**src/rtl/bcd_display_ctrl.sv**
```systemverilog
// Binary-to-BCD display controller: serial double-dabble conversion of an 8-bit value,
// plus a free-running scanner that multiplexes three digits onto one 7-segment bus.
module bcd_display_ctrl #(
    parameter int SCAN_DIV = 50000,
    parameter bit BLANK_LZ = 1'b1
) (
    input  logic       clk,
    input  logic       rst_n,
    input  logic [7:0] bin_in,
    input  logic       bin_valid,
    output logic       bin_ready,
    output logic [3:0] bcd_hund,
    output logic [3:0] bcd_tens,
    output logic [3:0] bcd_ones,
    output logic       conv_done,
    output logic [6:0] seg,
    output logic [2:0] dig_sel
);

    localparam int PW = (SCAN_DIV > 2) ? $clog2(SCAN_DIV) : 1;

    typedef enum logic [1:0] {IDLE, SHIFT, DONE} state_t;

    state_t        state, state_next;
    logic          load, shift_en, publish;
    logic [7:0]    sreg;
    logic [11:0]   scratch;
    logic [11:0]   adj;
    logic [19:0]   shifted;
    logic [2:0]    count;
    logic [PW-1:0] prescale;
    logic [1:0]    scan_idx;
    logic [3:0]    cur_digit;
    logic          cur_blank;
    logic [2:0]    cur_sel;

    function automatic logic [3:0] add3(input logic [3:0] n);
        return (n >= 4'd5) ? n + 4'd3 : n;
    endfunction

    function automatic logic [6:0] decode(input logic [3:0] d);
        case (d)
            4'd0:    return 7'b0111111;
            4'd1:    return 7'b0000110;
            4'd2:    return 7'b1011011;
            4'd3:    return 7'b1001111;
            4'd4:    return 7'b1100110;
            4'd5:    return 7'b1101101;
            4'd6:    return 7'b1111101;
            4'd7:    return 7'b0000111;
            4'd8:    return 7'b1111111;
            4'd9:    return 7'b1101111;
            default: return 7'b0000000;
        endcase
    endfunction

    always_comb begin
        adj = {add3(scratch[11:8]), add3(scratch[7:4]), add3(scratch[3:0])};
    end

    assign shifted = {adj, sreg} << 1;

    always_ff @(posedge clk or negedge rst_n) begin
        if (!rst_n) state <= IDLE;
        else        state <= state_next;
    end

    always_comb begin
        state_next = state;
        bin_ready  = 1'b0;
        load       = 1'b0;
        shift_en   = 1'b0;
        publish    = 1'b0;
        case (state)
            IDLE: begin
                bin_ready = 1'b1;
                if (bin_valid) begin
                    load       = 1'b1;
                    state_next = SHIFT;
                end
            end
            SHIFT: begin
                shift_en = 1'b1;
                if (count == 3'd7) state_next = DONE;
            end
            DONE: begin
                publish    = 1'b1;
                state_next = IDLE;
            end
            default: state_next = IDLE;
        endcase
    end

    // Results are only copied out once all eight shifts are complete.
    always_ff @(posedge clk or negedge rst_n) begin
        if (!rst_n) begin
            sreg      <= '0;
            scratch   <= '0;
            count     <= '0;
            bcd_hund  <= '0;
            bcd_tens  <= '0;
            bcd_ones  <= '0;
            conv_done <= 1'b0;
        end else begin
            conv_done <= publish;
            if (load) begin
                sreg    <= bin_in;
                scratch <= '0;
                count   <= '0;
            end else if (shift_en) begin
                scratch <= shifted[19:8];
                sreg    <= shifted[7:0];
                count   <= count + 3'd1;
            end
            if (publish) begin
                bcd_hund <= scratch[11:8];
                bcd_tens <= scratch[7:4];
                bcd_ones <= scratch[3:0];
            end
        end
    end

    always_ff @(posedge clk or negedge rst_n) begin
        if (!rst_n) begin
            prescale <= '0;
            scan_idx <= '0;
        end else if (prescale == PW'(SCAN_DIV - 1)) begin
            prescale <= '0;
            scan_idx <= (scan_idx == 2'd2) ? 2'd0 : scan_idx + 2'd1;
        end else begin
            prescale <= prescale + 1'b1;
        end
    end

    // A zero tens digit is only leading when the hundreds digit is also zero.
    always_comb begin
        cur_digit = bcd_ones;
        cur_blank = 1'b0;
        cur_sel   = 3'b001;
        case (scan_idx)
            2'd1: begin
                cur_digit = bcd_tens;
                cur_blank = BLANK_LZ && (bcd_hund == 4'd0) && (bcd_tens == 4'd0);
                cur_sel   = 3'b010;
            end
            2'd2: begin
                cur_digit = bcd_hund;
                cur_blank = BLANK_LZ && (bcd_hund == 4'd0);
                cur_sel   = 3'b100;
            end
            default: ;
        endcase
    end

    always_ff @(posedge clk or negedge rst_n) begin
        if (!rst_n) begin
            seg     <= 7'b0000000;
            dig_sel <= 3'b001;
        end else begin
            seg     <= cur_blank ? 7'b0000000 : decode(cur_digit);
            dig_sel <= cur_sel;
        end
    end

endmodule
```
**config.mk**
```make
export PLATFORM = sky130hd
export DESIGN_NAME = bcd_display_ctrl
export DESIGN_NICKNAME = d
export VERILOG_FILES = /design/src/rtl/bcd_display_ctrl.sv
export SDC_FILE = /design/constraint.sdc
export NUM_CORES = 1
export LEC_CHECK = 0
export ABC_CLOCK_PERIOD_IN_PS = 2650
export BUFFER_PORTS_ARGS = -buffer_cell sky130_fd_sc_hd__buf_4
export CAP_MARGIN = 30
export CORE_MARGIN = 2
export CORE_UTILIZATION = 58
export DETAILED_ROUTE_END_ITERATION = 8
export PLACE_DENSITY = 0.76
export RECOVER_POWER = 100
export SYNTH_ARGS = -nofsm -noshare
export SYNTH_HDL_FRONTEND = slang
export SYNTH_SLANG_ARGS = --single-unit
```
**constraint.sdc**
```tcl
create_clock -name clk -period 2.65 [get_ports clk]
set_input_delay 0.3975 -clock clk [delete_from_list [all_inputs] [get_ports clk]]
set_output_delay 0.3975 -clock clk [all_outputs]
set_load 0.01 [all_outputs]
```
# Yosys cells after proc, flatten, opt, wreduce, memory -nomap -nowiden
# Memories as Yosys holds them, arrays and structs flattened.
# Cells that the tools add are included.
[word_totals] regBits=66 latch_bits=0 ramBits=0 romBits=112 out_inout_bits=24 wordCells=59 n_memories=1
[mem_list] name="(name not given)" words=16 width=7 read_ports=1 rd_clocked_by_memory_dff=0 wr=0 line="42" text="case (d)"
[classes] n_addsub=6 mul=0 div=0 n_lt_le_gt_ge=3 eq_ne=8 shifts=0 n_mux=23 n_bitwise=0 n_reduce_logical=6
[op_table] operator="$mux 12" count=2
[op_table] operator="$add 16x1->16 const B" count=1
[op_table] operator="$eq 16x16->1 const B" count=1
[op_table] operator="$mux 16" count=1
[op_table] operator="$mux 8" count=2
[op_table] operator="$ge 4x3->1 const B" count=3
[op_table] operator="$mux 3" count=3
[op_table] operator="$add 4x2->4 const B" count=2
[op_table] operator="$logic_not 4->1" count=2
[op_table] operator="$mux 4" count=2
[op_table] operator="$pmux 4 s2" count=1
[op_table] operator="$mux 7" count=1
[op_table] operator="$mux 2" count=3
[op_table] operator="$pmux 3 s2" count=1
[op_table] operator="$mux 1" count=5
[op_table] operator="$eq 2x1->1 const B" count=2
[op_table] operator="$eq 2x2->1 const B" count=2
[op_table] operator="$ne 2x2->1 const B" count=2
[op_table] operator="$pmux 2 s2" count=1
[op_table] operator="$add 3x1->3 const B" count=1
[op_table] operator="$add 3x2->3 const B" count=1
[op_table] operator="$eq 3x3->1 const B" count=1
[op_table] operator="$add 2x1->2 const B" count=1
[op_table] operator="$logic_not 2->1" count=1
[op_table] operator="4 further kinds" count=4

# Logic depth before layout (Yosys ltp)
# Gate-level depths: netlist (run 1).
[logic_depth] ltp_word=4 mapped_depth=9 mapped_depth_nobuf=9

# Worst setup path before layout (run 1)
# Ideal clock, no wire load.
[synth_timing] path_kind="reg2reg" from="reg scan_idx[0]" to="reg seg[3]" setup_time_ns=0.094 t_arrival_ns=2.173 path_slack_ns=0.383 path_stages_with_launch=9 path_buffers=1 period_less_slack_ns=2.267 cell_sequence="dfrtp_1 > inv_1 > ha_1 > buf_2 > mux2i_1 > inv_1 > ha_1 > mux2_2 > a211oi_1"
[synth_via] elab_chain_len=4 elab_cells_between_ends=6 cone_classes="2 x eq/ne; 3 x mux; 1 x memory"
[synth_lines] item="start, declared" line="32" text="logic [1:0] scan_idx;"
[synth_lines] item="start signal, assigned" line="129" text="scan_idx <= (scan_idx == 2'd2) ? 2'd0 : scan_idx + 2'd1;"
[synth_lines] item="$eq 2x2->1 or $eq 2x1->1 (tied branches)" line="140" text="case (scan_idx)"
[synth_lines] item="$pmux 4 s2" line="140"
[synth_lines] item="$mem_v2 16x7"
[synth_lines] item="$mux 7 (*)" line="160" text="seg <= cur_blank ? 7'b0000000 : decode(cur_digit);"
[synth_lines] item="end signal, assigned" line="160"
[synth_lines] item="end, declared" line="16" text="output logic [6:0] seg,"
# Mark *: on every way between the ends. The rest lies on a longest branch, timed or not.
# A chain may end at the register's enable or synchronous reset.

# Worst setup path after layout (run 1)
[layout_timing] from="reg scan_idx[0]" to="reg seg[0]"
# Same word-level chain as after synthesis.

==> flow_metrics.env, run 1 <==
export IMPL_failed_checks="max-capacitance violations, max-slew violations"
export IMPL_clockBufferDepth=2
export IMPL_nets=365
export IMPL_relSlewSlack_pct=-3.92
export IMPL_fillers=438
export IMPL_place_congestion=0.848
export IMPL_htreeDepth=3
export IMPL_hold_path_class="in2reg"
export IMPL_p_switching_mw=1.23
export IMPL_port_buffers=34
export IMPL_seqPwrFrac_pct=43.7
export IMPL_grt_pass1_wl_mm=10.8
export IMPL_drt_wl_total_mm=6.07
export IMPL_hpwl_mm=4.18
export IMPL_post_route_period_util_pct=91.7
export IMPL_synth_edf_count=0
export IMPL_cp_slowest_stage_delay_ps=540
export IMPL_root_buffer="clkbuf_8"
export IMPL_mostFrequentLayoutCell="dfrtp_1"
export IMPL_peakVddDrop_mv=0.680
export IMPL_die_x_um=78.1
export IMPL_outcome="finished, violations left"
export IMPL_synthTopCellsByArea="dfrtp_1, ha_1, mux2_2, o21ai_0, nand2_1"
export IMPL_drv_slew=67
export IMPL_path_cells="inv_1 > ha_1 > mux2i_2 > inv_1 > ha_1 > mux2_2 > a211oi_1"
export IMPL_required_ps=2890
export IMPL_period_minus_slack_ps=2430
export IMPL_yosysUniqueCellTypes=42
export IMPL_rsz0062_at_grt="no"
export IMPL_cts_tree="built"
export IMPL_synth_area_um2=3180
export IMPL_drc=0
export IMPL_path_class="reg2reg"
export IMPL_grt_overflow_total=0
export IMPL_yosysTopAreaCell="dfrtp_1"
export IMPL_final_layout_size_suffix_gt1_share_pct=13.2
export IMPL_initial_core_util_pct=61.1
export IMPL_setup_viol=0
export IMPL_endpoint_kind="register"
export IMPL_via_per_inst=5.46
export IMPL_combPwrFrac_pct=32.8
export IMPL_clk_pin_slew_worst_paths_ps=70
export IMPL_first_iter_violations=119
export IMPL_crit_fanout=10
export IMPL_ys_seq_area_share_pct=51.9
export IMPL_antenna_found_initial=0
export IMPL_critPathArrivalTime_ps=2670
export IMPL_mostFrequentLayoutCells="dfrtp_1, nand2_1, clkbuf_1"
export IMPL_vias=2240
export IMPL_clock_sinks=66
export IMPL_maxCapViolations=1
export IMPL_area_growth_syn_to_layout_pct=12.5
export IMPL_grt_pass1_vias=2248
export IMPL_core_um2=5200
export IMPL_syn_num_nets=328
export IMPL_fin_ws_ps=220
export IMPL_worst_slew_pin_slew_ps=1560
export IMPL_clkLatencyLatePin_ps=340
export IMPL_diodes=0
export IMPL_p_int_mw=2.18
export IMPL_p_clk_share_pct=23.5
export IMPL_skew_ps=3.93
export IMPL_cp_slowest_cell="ha_1"
export IMPL_power_mw=3.41
export IMPL_cts_hold_buf=0
export IMPL_ys_seq_elements=66
export IMPL_grt_util_all_layers_pct=22.6
export IMPL_firstDrtPassIters=4
export IMPL_die_h_um=78.1
export IMPL_ant_nets=0
export IMPL_synth_cells=298
export IMPL_wl_per_cell_um=14.8
export IMPL_total_leakage_power_nw=1.62
export IMPL_final_setup_tns_ps=0
export IMPL_ios=35
export IMPL_dp_slack_ps=185
export IMPL_numCtsBuffers=9
export IMPL_switching_share_pct=36.0
export IMPL_clock_fmax_mhz=412
export IMPL_powerDensity_nw_per_um2=952
export IMPL_yosys_most_used_dff="dfrtp_1"
export IMPL_placementRows=26
export IMPL_yosysTopAreaCellShare_pct=51.1
export IMPL_cp_start_kind="register"
export IMPL_synth_async_sr_flop_share_pct=100
export IMPL_dieArea_um2=6090
export IMPL_ys_warn_count=0
export IMPL_hold_violations=0
export IMPL_grt_start_max_net_pins=67
export IMPL_avgSynthCellArea_um2=10.7
metal layers:
| metal | global-route usage [%] | wire (µm) |
|---|---|---|
| met1 | 30.0 | 2760 |
| met2 | 36.2 | 2940 |
| met3 | 3.91 | 213 |
| met4 | 11.4 | 147 |
| met5 | 0 | 0 |
flip-flops by register name (all words and copies together) (netlist names):
signal,cells
prescale,16
scratch,12
sreg,8
seg,7
bcd_hund,4
bcd_ones,4
bcd_tens,4
count,3
dig_sel,3
scan_idx,2
state,2
conv_done,1
power groups by stage:
stage	sequential, mW	combinational, mW	clock [mW]
2_1_floorplan	1.47	0.815	0
3_3_place_gp	1.49	1.16	0
3_5_place_dp	1.51	1.20	0
4_1_cts	1.49	1.22	0.819
5_1_grt	1.52	1.28	0.855
6_report	1.49	1.12	0.801
what timing repair did:
action	CTS	global route
gates resized for setup	0	1
buffers inserted	0	0
setup endpoints to repair	0	2
hold endpoints to repair	0	0
worst max-delay path: cells and delay by family (launching register included):
family | cells | cell delay (ps)
fa+ha+maj | 2 | 770
mux | 2 | 690
flops | 1 | 400
compound gates | 1 | 250
buf+inv | 2 | 230
synth_stat cells (2+ instances only):
library cell / n
a21oi_1: 8
dfrtp_1: 65
nand4_1: 3
a22oi_1: 8
a311oi_1: 2
buf_2: 2
ha_1: 19
nor2b_1: 3
nor3_1: 5
inv_1: 15
nand3_1: 9
nand2b_1: 6
clkbuf_1: 8
o31ai_1: 3
nand2_1: 30
nor4_1: 3
nor2_1: 19
xnor2_1: 10
mux2_2: 12
a211oi_1: 2
mux2i_1: 5
o21ai_0: 24
a22o_1: 8
and4_1: 2
xor2_1: 9
o211ai_1: 2
area by class of cell:
class	instances	area, µm²	share of cell area (%)
timing repair buffer	38	179	5.00
clock buffer	10	128	3.57
tap	70	87.6	2.45
clock inverter	6	57.6	1.61
multi-input combinational	205	1420	39.6
inverter	15	56.3	1.57
sequential	66	1650	46.2
stage by stage:
| step | std cells | util, % | hold slack, ps | cell area (µm²) |
|---|---|---|---|---|
| 3_3_place_gp | 394 | 67.4 | 465 | 3510 |
| 4_1_cts | 410 | 70.9 | 166 | 3690 |
| 5_1_grt | 410 | 68.8 | 308 | 3580 |
| 3_5_place_dp | 394 | 67.4 | 475 | 3510 |
| 2_1_floorplan | 298 | - | 102 | 3180 |
| 6_report | 410 | 68.8 | 294 | 3580 |
path summary, 6_finish.rpt:
path / start / endpoint / slack (ps) / depth (start not counted)
min in group asynchronous: rst_n / prescale[9] / 410 / 1
worst max register to register: scan_idx[0] / seg[0] / 220 / 7
worst max-delay path: scan_idx[0] / seg[0] / 220 / 7
worst min-delay path: bin_in[0] / sreg[0] / 290 / 2
worst min register to register: prescale[0] / prescale[0] / 470 / 1
max in group asynchronous: rst_n / bcd_ones[3] / 1280 / 1
kinds of logic after synthesis:
group / count (synthesis) / synth area share, %
AND/OR/NAND/NOR: 87 / 13.3
flip-flops: 66 / 51.9
AO/OA/AOI/OAI: 63 / 12.9
buffers and inverters: 27 / 3.30
XOR/XNOR: 19 / 5.23
adder cells (fa/ha/maj): 19 / 7.47
multiplexers: 17 / 5.82
Power figures use the tool's default switching activity.
==> inputs of run 2 (changes only) <==
--- a/config.mk
+++ b/config.mk
@@ -8,10 +8,10 @@
 export ABC_CLOCK_PERIOD_IN_PS = 2650
 export BUFFER_PORTS_ARGS = -buffer_cell sky130_fd_sc_hd__buf_4
 export CAP_MARGIN = 30
-export CORE_MARGIN = 2
+export CORE_MARGIN = 5
 export CORE_UTILIZATION = 58
 export DETAILED_ROUTE_END_ITERATION = 8
-export PLACE_DENSITY = 0.76
+export PLACE_DENSITY = 0.78
 export RECOVER_POWER = 100
 export SYNTH_ARGS = -nofsm -noshare
 export SYNTH_HDL_FRONTEND = slang
==> run 2 against run 1 <==
The run still ends with max-capacitance violations, max-slew violations left. Core utilization down 1.4 points. Wire length decreased by 2.5%. Clock power is 19% higher. Critical path type unchanged. Cell area increased by 1.7%. Critical path depth unchanged. Count of clock-buffer cells in the layout unchanged. Worst setup slack got worse by 2.4 ps. Non-clock buffer count increased by 2. Sequential share of layout area shrank 0.79 points. Register-to-register slack hardly changed. Cell count grew 0.98%. Fmax about the same.
==> flow_metrics.env, run 2 (same netlist as run 1, synthesis figures left out) <==
export IMPL_cts_tree="built"
export IMPL_firstDrtPassIters=4
export IMPL_place_congestion=0.857
export IMPL_skew_ps=10.4
export IMPL_htreeDepth=3
export IMPL_wl_per_cell_um=14.3
export IMPL_vias=2278
export IMPL_post_route_period_util_pct=91.8
export IMPL_post_cts_buffers=0
export IMPL_hold_slack_ps=286
export IMPL_antenna_found_initial=0
export IMPL_drt_wl_total_mm=5.92
export IMPL_grt_util_all_layers_pct=18.0
export IMPL_hold_path_class="in2reg"
export IMPL_die_h_um=84.1
export IMPL_peakVddDrop_mv=0.675
export IMPL_first_iter_violations=84
export IMPL_relSlewSlack_pct=-4.29
export IMPL_clk_pin_slew_worst_paths_ps=70
export IMPL_ant_nets=0
export IMPL_combPwrFrac_pct=32.2
export IMPL_grt_pass1_vias=2163
export IMPL_rsz0062_at_grt="no"
export IMPL_path_class="reg2reg"
export IMPL_clockBufferDepth=2
export IMPL_grt_pass1_wl_mm=10.1
export IMPL_port_buffers=34
export IMPL_grt_overflow_total=0
export IMPL_final_layout_size_suffix_gt1_share_pct=13.7
export IMPL_crit_fanout=10
export IMPL_clkLatencyLatePin_ps=360
export IMPL_root_buffer="clkbuf_8"
export IMPL_cts_hold_buf=0
export IMPL_via_per_inst=5.50
export IMPL_multi_input_comb_area_um2=1420
export IMPL_dieArea_um2=7070
export IMPL_cp_slowest_cell="ha_1"
export IMPL_largest_reg_flops=16
export IMPL_nets=367
export IMPL_regArea_um2=1650
export IMPL_grt_start_max_net_pins=67
export IMPL_mostFrequentLayoutCell="dfrtp_1"
export IMPL_die_x_um=84.1
export IMPL_final_setup_tns_ps=0
export IMPL_switching_share_pct=34.7
export IMPL_failed_checks="max-capacitance violations, max-slew violations"
export IMPL_core_um2=5410
export IMPL_postCtsResizedCells=0
export IMPL_hold_violations=0
export IMPL_required_ps=2910
export IMPL_setup_viol=0
export IMPL_seqPwrFrac_pct=41.1
export IMPL_maxCapViolations=1
export IMPL_hpwl_mm=4.09
export IMPL_p_clk_share_pct=26.7
export IMPL_ios=35
export IMPL_worst_slew_pin_slew_ps=1560
export IMPL_mostFrequentLayoutCells="dfrtp_1, nand2_1, clkbuf_1"
export IMPL_drv_slew=67
export IMPL_endpoint_kind="register"
export IMPL_p_switching_mw=1.24
export IMPL_clock_fmax_mhz=411
export IMPL_drc=0
export IMPL_regToRegSetupSlack_ps=220
export IMPL_total_leakage_power_nw=1.65
export IMPL_regMostFlops="prescale"
export IMPL_cp_start_kind="register"
export IMPL_powerDensity_nw_per_um2=979
export IMPL_placementRows=27
export IMPL_path_cells="inv_1 > ha_1 > mux2i_1 > inv_1 > ha_1 > mux2_2 > a211oi_1"
export IMPL_period_minus_slack_ps=2430
export IMPL_fillers=441
export IMPL_area_growth_syn_to_layout_pct=14.5
export IMPL_clock_sinks=66
export IMPL_reg_largest_list="prescale: 16 flops, scratch: 12 flops, sreg: 8 flops"
export IMPL_initial_core_util_pct=58.9
export IMPL_p_int_mw=2.33
export IMPL_outcome="finished, violations left"
export IMPL_numCtsBuffers=9
export IMPL_diodes=0
export IMPL_cp_slowest_stage_delay_ps=510
export IMPL_critPathArrivalTime_ps=2700
## run 2: cell types whose count changed in the layout (fill, tap and decap cells not counted), sizes merged
cell	before	now
clkinv	4	3
clkbuf	39	38
buf	9	12
bufinv	1	2
## run 2: path summary, 6_finish.rpt
check                               to        start  cells after the start
max                             seg[0]  scan_idx[0]                      7
min                            sreg[0]    bin_in[0]                      2
max reg2reg                     seg[0]  scan_idx[0]                      7
min reg2reg                prescale[0]  prescale[0]                      1
max in group asynchronous   scratch[0]        rst_n                      1
min in group asynchronous  prescale[9]        rst_n                      1
## run 2: cell type report
type                    instances  area share, %
inverters                      15           1.55
flip-flops and latches         66           45.4
well taps                      72           2.47
multi-input cells             205           38.9
repair buffers                 40           5.50
clock inverters                 6           2.47
clock buffers                  10           3.78
## run 2: per-stage QoR
step,area [µm²],util (%),total power [mW],setup WS [ps],std cells
finish,3640,67.4,3.56,218,414
CTS,3750,69.5,3.68,222,414
floorplan,3180,-,2.28,383,298
global route,3640,67.4,3.83,36.5,414
global placement,3520,65.0,2.66,373,397
detailed placement,3530,65.3,2.72,237,398
## run 2: metal layers
layer / up-vias / routed length (µm) / global-route usage (%)
met2: 49 / 2820 / 27.8
met4: 0 / 60 / 5.70
li1: 1118 / - / -
met1: 1100 / 2740 / 23.7
met5: - / 0 / 0
met3: 11 / 288 / 6.71
## run 2: power groups by stage
stage / Sequential (mW) / Combinational (mW) / Clock [mW]
floorplan: 1.47 / 0.815 / 0
global placement: 1.48 / 1.19 / 0
detailed placement: 1.48 / 1.24 / 0
CTS: 1.47 / 1.25 / 0.971
global route: 1.50 / 1.31 / 1.02
finish: 1.46 / 1.15 / 0.952
## run 2: worst max-delay path: cells and delay by family, from the launching register on
family / cells / cell delay, ps
flip-flops: 1 / 400
buffers and inverters: 2 / 230
multiplexers: 2 / 730
AO/OA/AOI/OAI: 1 / 240
adder cells (fa/ha/maj): 2 / 740
